File: config.mk
export PLATFORM = sky130hd
export DESIGN_NAME = instr_loader_flat
export DESIGN_NICKNAME = d
export VERILOG_FILES = /design/src/rtl/instr_loader_if.sv /design/src/rtl/instr_loader.sv /design/src/flat_wrapper.sv
export SDC_FILE = /design/constraint.sdc
export NUM_CORES = 1
export LEC_CHECK = 0
export BUFFER_PORTS_ARGS = -buffer_cell sky130_fd_sc_hd__buf_4
export CORE_MARGIN = 5
export CORE_UTILIZATION = 45
export CTS_CLUSTER_DIAMETER = 100
export DETAILED_ROUTE_END_ITERATION = 16
export PLACE_DENSITY = 0.73
export SETUP_SLACK_MARGIN = 0.05
export SLEW_MARGIN = 0
export SYNTH_ARGS = -nofsm -noshare
export SYNTH_HDL_FRONTEND = slang
export SYNTH_SLANG_ARGS = --single-unit
File: constraint.sdc
create_clock -name i_clk -period 2.8 [get_ports i_clk]
set_clock_uncertainty 0.05 [all_clocks]
set_input_delay 0 -clock i_clk [delete_from_list [all_inputs] [get_ports i_clk]]
set_output_delay 0 -clock i_clk [all_outputs]
set_load 0.01 [all_outputs]
File: src/rtl/instr_loader_if.sv
// instr_loader_if: byte-stream input and instruction-memory write bus of the
// program loader.
//   i_rx_data/i_rx_done : received byte and its one-cycle valid strobe
//   i_clear             : return to IDLE (abort or reload)
//   o_mem_wr_en/addr/data : one-cycle instruction-memory write
//   o_load_done/o_error : status levels
//   o_word_count        : words written, including the halt word
// Modports: slave = loader view, master = byte source / memory / host view.
interface instr_loader_if #(
  parameter int unsigned N_BITS = 32,
  parameter int unsigned N_ADDR = 8
);
  logic [7:0]        i_rx_data;
  logic              i_rx_done;
  logic              i_clear;
  logic              o_mem_wr_en;
  logic [N_ADDR-1:0] o_mem_addr;
  logic [N_BITS-1:0] o_mem_data;
  logic              o_load_done;
  logic              o_error;
  logic [N_ADDR:0]   o_word_count;

  modport slave (
    input  i_rx_data, i_rx_done, i_clear,
    output o_mem_wr_en, o_mem_addr, o_mem_data, o_load_done, o_error, o_word_count
  );

  modport master (
    output i_rx_data, i_rx_done, i_clear,
    input  o_mem_wr_en, o_mem_addr, o_mem_data, o_load_done, o_error, o_word_count
  );
endinterface

File: src/rtl/instr_loader.sv
// instr_loader: packs a received byte stream (MSB first) into 32-bit
// instructions and writes them to consecutive instruction-memory words.
// Loading stops after the halt word (opcode HALT_OP) is written; o_load_done
// then stays high until i_clear. Writing a non-halt word to the last address
// flags o_error instead (address does not wrap).
// Ports: i_clk, i_reset (async, active-high), bus (instr_loader_if.slave).
// Optional: define INSTR_LOADER_CHECKSUM_EN to require one trailing byte equal
// to the XOR of all program bytes before o_load_done is raised.
module instr_loader #(
  parameter int unsigned            N_BITS    = 32,
  parameter int unsigned            N_BITS_OP = 6,
  parameter int unsigned            N_ADDR    = 8,
  parameter logic [N_BITS_OP-1:0]   HALT_OP   = '1
) (
  input  logic            i_clk,
  input  logic            i_reset,
  instr_loader_if.slave   bus
);

`ifdef INSTR_LOADER_CHECKSUM_EN
  typedef enum logic [2:0] {ST_IDLE, ST_LOAD, ST_DONE, ST_ERROR, ST_CHECK} state_t;
`else
  typedef enum logic [2:0] {ST_IDLE, ST_LOAD, ST_DONE, ST_ERROR} state_t;
`endif

  state_t            state_q, state_d;
  logic [1:0]        byte_idx_q, byte_idx_d;
  logic [N_BITS-1:0] word_q, word_d;
  logic [N_ADDR-1:0] addr_q, addr_d;
  logic [N_ADDR:0]   word_count_q, word_count_d;
  logic              mem_wr_en_q, mem_wr_en_d;
  logic [N_ADDR-1:0] mem_addr_q, mem_addr_d;
  logic [N_BITS-1:0] mem_data_q, mem_data_d;
`ifdef INSTR_LOADER_CHECKSUM_EN
  logic [7:0]        csum_q, csum_d;
`endif

  logic              accept;
  logic [N_BITS-1:0] word_next;
  logic              wr_is_halt;

  always_ff @(posedge i_clk or posedge i_reset) begin
    if (i_reset) begin
      state_q      <= ST_IDLE;
      byte_idx_q   <= '0;
      word_q       <= '0;
      addr_q       <= '0;
      word_count_q <= '0;
      mem_wr_en_q  <= 1'b0;
      mem_addr_q   <= '0;
      mem_data_q   <= '0;
`ifdef INSTR_LOADER_CHECKSUM_EN
      csum_q       <= '0;
`endif
    end else begin
      state_q      <= state_d;
      byte_idx_q   <= byte_idx_d;
      word_q       <= word_d;
      addr_q       <= addr_d;
      word_count_q <= word_count_d;
      mem_wr_en_q  <= mem_wr_en_d;
      mem_addr_q   <= mem_addr_d;
      mem_data_q   <= mem_data_d;
`ifdef INSTR_LOADER_CHECKSUM_EN
      csum_q       <= csum_d;
`endif
    end
  end

  always_comb begin
    state_d      = state_q;
    byte_idx_d   = byte_idx_q;
    word_d       = word_q;
    addr_d       = addr_q;
    word_count_d = word_count_q;
    mem_wr_en_d  = 1'b0;
    mem_addr_d   = mem_addr_q;
    mem_data_d   = mem_data_q;
`ifdef INSTR_LOADER_CHECKSUM_EN
    csum_d       = csum_q;
`endif
    accept       = 1'b0;

    word_next = word_q;
    word_next[(N_BITS-1) - 8*int'(byte_idx_q) -: 8] = bus.i_rx_data;

    wr_is_halt = (mem_data_q[N_BITS-1 -: N_BITS_OP] == HALT_OP);

    case (state_q)
      ST_IDLE: begin
        if (bus.i_rx_done) begin
          accept  = 1'b1;
          state_d = ST_LOAD;
        end
      end
      ST_LOAD: begin
        // The halt/overflow decision is taken during the write cycle, so the
        // status state appears one cycle after the write; a byte arriving in
        // that cycle is only kept when loading continues.
        if (mem_wr_en_q && wr_is_halt) begin
`ifdef INSTR_LOADER_CHECKSUM_EN
          if (bus.i_rx_done) begin
            state_d = (bus.i_rx_data == csum_q) ? ST_DONE : ST_ERROR;
          end else begin
            state_d = ST_CHECK;
          end
`else
          state_d = ST_DONE;
`endif
        end else if (mem_wr_en_q && (mem_addr_q == '1)) begin
          state_d = ST_ERROR;
        end else if (bus.i_rx_done) begin
          accept = 1'b1;
        end
      end
`ifdef INSTR_LOADER_CHECKSUM_EN
      ST_CHECK: begin
        if (bus.i_rx_done) begin
          state_d = (bus.i_rx_data == csum_q) ? ST_DONE : ST_ERROR;
        end
      end
`endif
      default: begin
      end
    endcase

    if (accept) begin
      word_d = word_next;
`ifdef INSTR_LOADER_CHECKSUM_EN
      csum_d = csum_q ^ bus.i_rx_data;
`endif
      if (byte_idx_q == 2'd3) begin
        byte_idx_d   = '0;
        mem_wr_en_d  = 1'b1;
        mem_addr_d   = addr_q;
        mem_data_d   = word_next;
        // Saturate at the last word; the overflow check uses mem_addr_q.
        addr_d       = (addr_q == '1) ? addr_q : addr_q + 1'b1;
        word_count_d = word_count_q + 1'b1;
      end else begin
        byte_idx_d = byte_idx_q + 2'd1;
      end
    end

    // Clear has priority over any byte received in the same cycle.
    if (bus.i_clear) begin
      state_d      = ST_IDLE;
      byte_idx_d   = '0;
      word_d       = '0;
      addr_d       = '0;
      word_count_d = '0;
      mem_wr_en_d  = 1'b0;
      mem_addr_d   = '0;
      mem_data_d   = '0;
`ifdef INSTR_LOADER_CHECKSUM_EN
      csum_d       = '0;
`endif
    end
  end

  assign bus.o_mem_wr_en  = mem_wr_en_q;
  assign bus.o_mem_addr   = mem_addr_q;
  assign bus.o_mem_data   = mem_data_q;
  assign bus.o_load_done  = (state_q == ST_DONE);
  assign bus.o_error      = (state_q == ST_ERROR);
  assign bus.o_word_count = word_count_q;

endmodule

File: src/flat_wrapper.sv
// flat-port wrapper written by rule: the top's interface ports become plain ports
module instr_loader_flat 
#(
  parameter int unsigned            N_BITS    = 32,
  parameter int unsigned            N_BITS_OP = 6,
  parameter int unsigned            N_ADDR    = 8,
  parameter logic [N_BITS_OP-1:0]   HALT_OP   = '1
)
  (i_clk, i_reset, bus_i_rx_data, bus_i_rx_done, bus_i_clear, bus_o_mem_wr_en, bus_o_mem_addr, bus_o_mem_data, bus_o_load_done, bus_o_error, bus_o_word_count);
  instr_loader_if #(.N_BITS(N_BITS), .N_ADDR(N_ADDR)) bus_i ();
  input  logic i_clk;
  input  logic i_reset;
  input wire logic [$bits(bus_i.i_rx_data)-1:0] bus_i_rx_data;
  input wire logic [$bits(bus_i.i_rx_done)-1:0] bus_i_rx_done;
  input wire logic [$bits(bus_i.i_clear)-1:0] bus_i_clear;
  output wire logic [$bits(bus_i.o_mem_wr_en)-1:0] bus_o_mem_wr_en;
  output wire logic [$bits(bus_i.o_mem_addr)-1:0] bus_o_mem_addr;
  output wire logic [$bits(bus_i.o_mem_data)-1:0] bus_o_mem_data;
  output wire logic [$bits(bus_i.o_load_done)-1:0] bus_o_load_done;
  output wire logic [$bits(bus_i.o_error)-1:0] bus_o_error;
  output wire logic [$bits(bus_i.o_word_count)-1:0] bus_o_word_count;
  assign bus_i.i_rx_data = bus_i_rx_data;
  assign bus_i.i_rx_done = bus_i_rx_done;
  assign bus_i.i_clear = bus_i_clear;
  assign bus_o_mem_wr_en = bus_i.o_mem_wr_en;
  assign bus_o_mem_addr = bus_i.o_mem_addr;
  assign bus_o_mem_data = bus_i.o_mem_data;
  assign bus_o_load_done = bus_i.o_load_done;
  assign bus_o_error = bus_i.o_error;
  assign bus_o_word_count = bus_i.o_word_count;
  instr_loader #(.N_BITS(N_BITS), .N_BITS_OP(N_BITS_OP), .N_ADDR(N_ADDR), .HALT_OP(HALT_OP)) u_core (.i_clk(i_clk), .i_reset(i_reset), .bus(bus_i));
endmodule
==> summary.md, run 1 <==
| Metric | Value |
|---|---|
| Post-Synthesis Mean Instance Area | `10.4 sq um` |
| WP data arrival | `2.48 ns` |
| Synth Flop Type | `dfrtp_1` |
| Max VDD drop | `0.000352 V` |
| Worst min path class | `input port to register` |
| First-pass GRT wire length | `15700 um` |
| Layout Cells excl Fill | `579` |
| CTS buffer count | `9` |
| Leakage | `2.46 nW` |
| Fmax | `0.438 GHz` |
| Post-DR wirelength/cell | `16.1 um` |
| Largest net degree at the start of global routing | `80` |
| Sequential area share after synthesis | `51.7%` |
| Worst Path Required | `2.99 ns` |
| Die Ht | `106 um` |
| Max-Cap Viols | `0` |
| Via count | `3187` |
| Fin Setup TNS | `0 ns` |
| Layout cells sized above 1 | `24.8%` |
| Final Max Slew Viols | `0` |
| Min cycle time layout | `2.28 ns` |
| Die X | `106 um` |
| Fraction of registers with async set or reset after synthesis | `100%` |
| Synth Net Count | `417` |
| Status | `finished clean` |
| # diodes | `0` |
| GR Overflow Total | `0` |
| Initial antenna violation count | `0` |
| Max stage delay cell, worst path | `a21oi_4` |
| GPL Wtd Cong | `0.832` |
| Final setup fails | `0` |
| Worst path cell trace | `ha_1 > nand3b_1 > a21oi_1 > a21oi_4 > buf_12 > mux2_2` |
| H-tree depth | `3` |
| Post-synthesis cell count | `399` |
| #FFs+latches synth | `86` |
| GRT Overall Usage | `17.5%` |
| Unique masters post-synth | `42` |
| CTS Buffer Depth | `2` |
| Final WL | `9300 um` |
| Pre-antenna DRT Iters | `5` |
| Crit path largest cell delay | `0.49 ns` |
| Iteration-0 DRC Markers | `172` |
| CP Launch Type | `register` |
| Clock slew at reported path FFs | `0.09 ns` |
| Least-Margin Pin Slew | `1.10 ns` |
| Placed Instances | `553` |
| Antenna viol nets, final | `0` |
| EDFF count, synth | `0` |
| Top cell family by delay on the critical path | `compound AO/OA/AOI/OAI gates` |
| CP Capture Type | `register` |
| Initial Util | `45.5%` |
| Critical path buffer and inverter count | `1` |
| Commonest non-fill, non-tap cell in the layout | `dfrtp_1` |
| Dpl hpwl | `6320 um` |
| Most frequent cells in the layout | `dfrtp_1 (86), buf_4 (71), a21oi_1 (35)` |
| Crit-path max FO | `21` |
| Clock root buffer | `clkbuf_8` |
| Syn. warnings | `0` |
| Nets | `482` |
| Kind of critical path | `register to register` |
| Layout area overhead | `21.5%` |
| Residual DRC | `0` |
| Relative slew slack | `26.3%` |
| Design area | `5060 sq um` |
| # port buffers | `63` |
| Overall Power | `2.39 mW` |
| Cell Rows | `35` |
| CTS tree | `yes` |
| Cell Area, Synth | `4170 sq um` |
| RSZ-0062 raised after global routing | `false` |
| Vias in the first global route | `3151` |
| # IOs | `64` |
| CTS Sinks | `86` |
| Via density | `5.50` |
| DP Area | `4750 sq um` |
| Postcts setup bufs | `0` |
| Total die area | `11300 sq um` |
| Final cycle utilization of the critical path | `81.5%` |
| Worst skew pair latency | `0.35 ns` |
| Final hold vios | `0` |
| Pwr/cell area | `472 nW/um^2` |
| Core Area | `9150 sq um` |
## where the power goes
| part | switching (mW) | internal (mW) | leakage, nW | total [mW] |
|---|---|---|---|---|
| logic | 0.142 | 0.0884 | 1.17 | 0.231 |
| clock network | 0.437 | 0.433 | 0.0983 | 0.870 |
| registers | 0.0211 | 1.27 | 1.19 | 1.29 |
| total | 0.600 | 1.79 | 2.46 | 2.39 |
## layout make-up
cell class                 instances  area, sq um
clock buffer                      10          138
clock inverter                     5         60.1
fill                             795         4090
inverter                           8         31.3
multi-input combinational        276         1880
sequential                        86         2150
tap                              111          139
timing repair buffer              83          663
## synthesized netlist by cell type, drive strengths merged (6+ instances only)
cell,number,share of area [%]
a21o,17,3.1
ha,6,1.8
buf,7,1.1
nand2,19,1.7
nand3,8,0.96
nor3b,17,3.1
or3,7,1.2
a22o,12,2.5
nand3b,9,1.6
nor2,31,2.8
clkbuf,22,2.0
dfrtp,86,52
and3,6,1.1
inv,8,0.72
o31ai,20,3.6
mux2,18,4.9
a22oi,8,1.4
a21oi,36,4.3
nor2b,26,3.9
## state kept, by name, summed over array words and instances, names as in the netlist
| name | flops |
|---|---|
| u_core.addr_q | 8 |
| u_core.word_q | 24 |
| u_core.bus.o_word_count | 9 |
| u_core.bus.o_mem_wr_en | 1 |
| u_core.bus.o_mem_addr | 8 |
| u_core.byte_idx_q | 2 |
| u_core.state_q | 2 |
| u_core.bus.o_mem_data | 32 |
## per-layer routing
metal | global-route usage (%) | vias to the layer above | share of wire (%)
met4 | 4.44 | 0 | 0.99
met1 | 23.6 | 1541 | 47
met5 | 0 | - | 0
met3 | 4.31 | 8 | 5.2
met2 | 28.1 | 80 | 47
li1 | - | 1558 | -
## path summary, 6_finish.rpt
check                                                      start                                endpoint  slack [ns]  depth (start not counted)
max                             u_core.byte_idx_q[0]$_DFFE_PP0P_   u_core.bus.o_mem_data[20]$_DFFE_PP0P_        0.52                          6
min                                                bus_i_rx_done           u_core.word_q[26]$_DFFE_PP0P_        0.21                          4
max reg2reg                     u_core.byte_idx_q[0]$_DFFE_PP0P_   u_core.bus.o_mem_data[20]$_DFFE_PP0P_        0.52                          6
min reg2reg                u_core.bus.o_mem_data[24]$_DFFE_PP0P_   u_core.bus.o_mem_data[24]$_DFFE_PP0P_        0.45                          2
max in group asynchronous                                i_reset  u_core.bus.o_word_count[0]$_DFFE_PP0P_        1.54                          4
min in group asynchronous                                i_reset    u_core.bus.o_mem_data[9]$_DFFE_PP0P_        0.40                          3
## logic make-up (layout without fill, tap and decap cells)
kind of cell / after synthesis / count (layout) / synth area share [%]
buffers and inverters: 37 / 106 / 3.75
multiplexers: 19 / 19 / 5.11
AO/OA/AOI/OAI: 101 / 101 / 16.3
XOR/XNOR: 3 / 3 / 0.631
adder cells (fa/ha/maj): 6 / 6 / 1.80
AND/OR/NAND/NOR: 147 / 147 / 20.8
flip-flops: 86 / 86 / 51.7
## through the flow
stage	setup slack, ns	utilization [%]	hold WS [ns]
5_1_grt	0.378	55.3	0.220
2_1_floorplan	0.528	-	0.107
6_report	0.518	55.3	0.212
4_1_cts	0.513	55.3	0.192
3_5_place_dp	0.529	51.9	0.165
3_3_place_gp	0.597	51.9	0.163
## repair_timing
action | 4_1_cts | 5_1_grt
hold buffers | 11 | 0
setup endpoints to repair | 0 | 0
hold endpoints to repair | 73 | 0
gates resized for setup | 0 | 0
## worst register-to-register path, stage by stage (launching register included)
cell	delay [ns]
dfrtp_1	0.45
ha_1	0.26
nand3b_1	0.21
a21oi_1	0.11
a21oi_4	0.49
buf_12	0.25
mux2_2	0.36
No activity file was read; power rests on OpenSTA's default activity.
==> inputs of run 2 (changes only) <==
- PLACE_DENSITY: 0.73 -> 0.75
- clock period: 2.8 -> 2.05 ns (I/O delays scaled with it)
==> run 2 against run 1 <==
- routed wire length increased by 13%
- sequential share of layout area decreased by 3.6 points
- die area unchanged
- total power increased by 48%
- critical path depth unchanged
==> summary.md, run 2 (same netlist as run 1, synthesis figures left out) <==
| Metric | Value |
|---|---|
| Status | `finished clean` |
| Worst path cell trace | `ha_4 > nand3b_1 > buf_4 > or3_4 > or4_1 > a21oi_1` |
| Via density | `5.60` |
| Fill cell total of the finished layout | `747` |
| Hold slack | `0.138 ns` |
| Antenna viol nets, final | `0` |
| Overall Power | `3.54 mW` |
| Leakage | `2.70 nW` |
| Layout area overhead | `32.8%` |
| Commonest non-fill, non-tap cell in the layout | `buf_4` |
| Final WL | `10500 um` |
| # port buffers | `63` |
| # diodes | `0` |
| WP data arrival | `2.22 ns` |
| Fmax | `0.502 GHz` |
| Die Ht | `106 um` |
| Worst Path Required | `2.28 ns` |
| Post-DR wirelength/cell | `17.2 um` |
| CP startpoint | `u_core.byte_idx_q[1]$_DFFE_PP0P_` |
| Max VDD drop | `0.000317 V` |
| Max-Cap Viols | `0` |
| Final hold vios | `0` |
| Dpl hpwl | `6520 um` |
| Largest net degree at the start of global routing | `87` |
| CTS Buffer Depth | `2` |
| Worst min path class | `input port to register` |
| H-tree depth | `3` |
| Total die area | `11300 sq um` |
| Max stage delay cell, worst path | `or4_1` |
| Initial antenna violation count | `0` |
| Pre-antenna DRT Iters | `4` |
| Design area | `5530 sq um` |
| Clock slew at reported path FFs | `0.08 ns` |
| Reg2reg start | `u_core.byte_idx_q[1]$_DFFE_PP0P_` |
| Min cycle time layout | `1.99 ns` |
| Layout cells sized above 1 | `32.1%` |
| First-pass GRT wire length | `16800 um` |
| Final Max Slew Viols | `0` |
| Iteration-0 DRC Markers | `256` |
| GR Overflow Total | `0` |
| Die X | `106 um` |
| # IOs | `64` |
| Clock root buffer | `clkbuf_8` |
| GPL Wtd Cong | `0.804` |
| Final cycle utilization of the critical path | `97.2%` |
| Nets | `514` |
| GRT Overall Usage | `18.5%` |
| Fin Setup TNS | `0 ns` |
| Worst Hold Launch | `bus_i_rx_done` |
| Final setup fails | `0` |
| Pwr/cell area | `639 nW/um^2` |
| RSZ-0062 raised after global routing | `true` |
| Kind of critical path | `register to register` |
| CP Launch Type | `register` |
| Most frequent cells in the layout | `buf_4 (95), dfrtp_1 (85), nor2_1 (31)` |
| Core Area | `9150 sq um` |
| Initial Util | `45.5%` |
| Crit path largest cell delay | `0.42 ns` |
| CTS tree | `yes` |
| Max reg flops | `32` |
| Via count | `3429` |
| Relative slew slack | `48.7%` |
| Crit-path max FO | `5` |
| CTS buffer count | `9` |
| Worst skew pair latency | `0.35 ns` |
| Least-Margin Pin Slew | `0.770 ns` |
| CTS Sinks | `86` |
| Cell Rows | `35` |
| CP Capture Type | `register` |
| Residual DRC | `0` |
| Vias in the first global route | `3342` |
| DP Area | `4880 sq um` |
| Fin util | `60.5%` |
-- run 2: routing by layer --
| metal | global-route usage (%) | vias up | routed length (um) |
|---|---|---|---|
| met3 | 5.28 | 6 | 528 |
| met4 | 4.44 | 0 | 69 |
| met2 | 29.5 | 80 | 5230 |
| met5 | 0 | - | 0 |
| li1 | - | 1626 | - |
| met1 | 25.0 | 1717 | 4720 |
-- run 2: report_power, final --
part | switching, mW | internal, mW
clock network | 0.584 | 0.810
logic | 0.220 | 0.165
registers | 0.0246 | 1.73
-- run 2: worst paths after layout --
kind	endpoint	cells past startpoint	slack [ns]
worst max-delay path	u_core.addr_q[3]$_DFFE_PP0P_	6	0.06
worst min-delay path	u_core.byte_idx_q[0]$_DFFE_PP0P_	4	0.14
worst max register to register	u_core.addr_q[3]$_DFFE_PP0P_	6	0.06
worst min register to register	u_core.bus.o_mem_data[25]$_DFFE_PP0P_	2	0.44
max in group asynchronous	u_core.state_q[0]$_DFFE_PP0P_	4	1.31
min in group asynchronous	u_core.bus.o_word_count[1]$_DFFE_PP0P_	4	0.29
-- run 2: timing repair --
action | CTS | global route
setup buffers | 1 | 16
gates resized for setup | 1 | 32
setup endpoints to repair | 5 | 53
pin swaps | 0 | 4
hold buffers | 11 | 0
endpoints found under the hold margin | 97 | 0
gates cloned | 0 | 2
-- run 2: area by class of cell --
| cell class | instances | area (sq um) | share of cell area [%] |
|---|---|---|---|
| sequential | 86 | 2150 | 38.9 |
| timing repair buffer | 114 | 953 | 17.2 |
| multi-input combinational | 277 | 2020 | 36.6 |
| clock buffer | 12 | 135 | 2.44 |
| tap | 111 | 139 | 2.51 |
| inverter | 8 | 33.8 | 0.611 |
| clock inverter | 4 | 95.1 | 1.72 |
-- run 2: metrics by stage --
step	instances	worst slack [ns]
finish	612	0.0578
global route	612	-0.0364
CTS	594	0.0322
detailed placement	566	0.0479
global placement	566	0.0814
floorplan	399	-0.0790
-- run 2: worst max-delay path: cells and delay by family, from the launching register on --
| family | cells | cell delay [ns] |
|---|---|---|
| flops | 1 | 0.41 |
| simple gates | 3 | 0.99 |
| fa+ha+maj | 1 | 0.15 |
| buf+inv | 1 | 0.18 |
| compound gates | 1 | 0.14 |
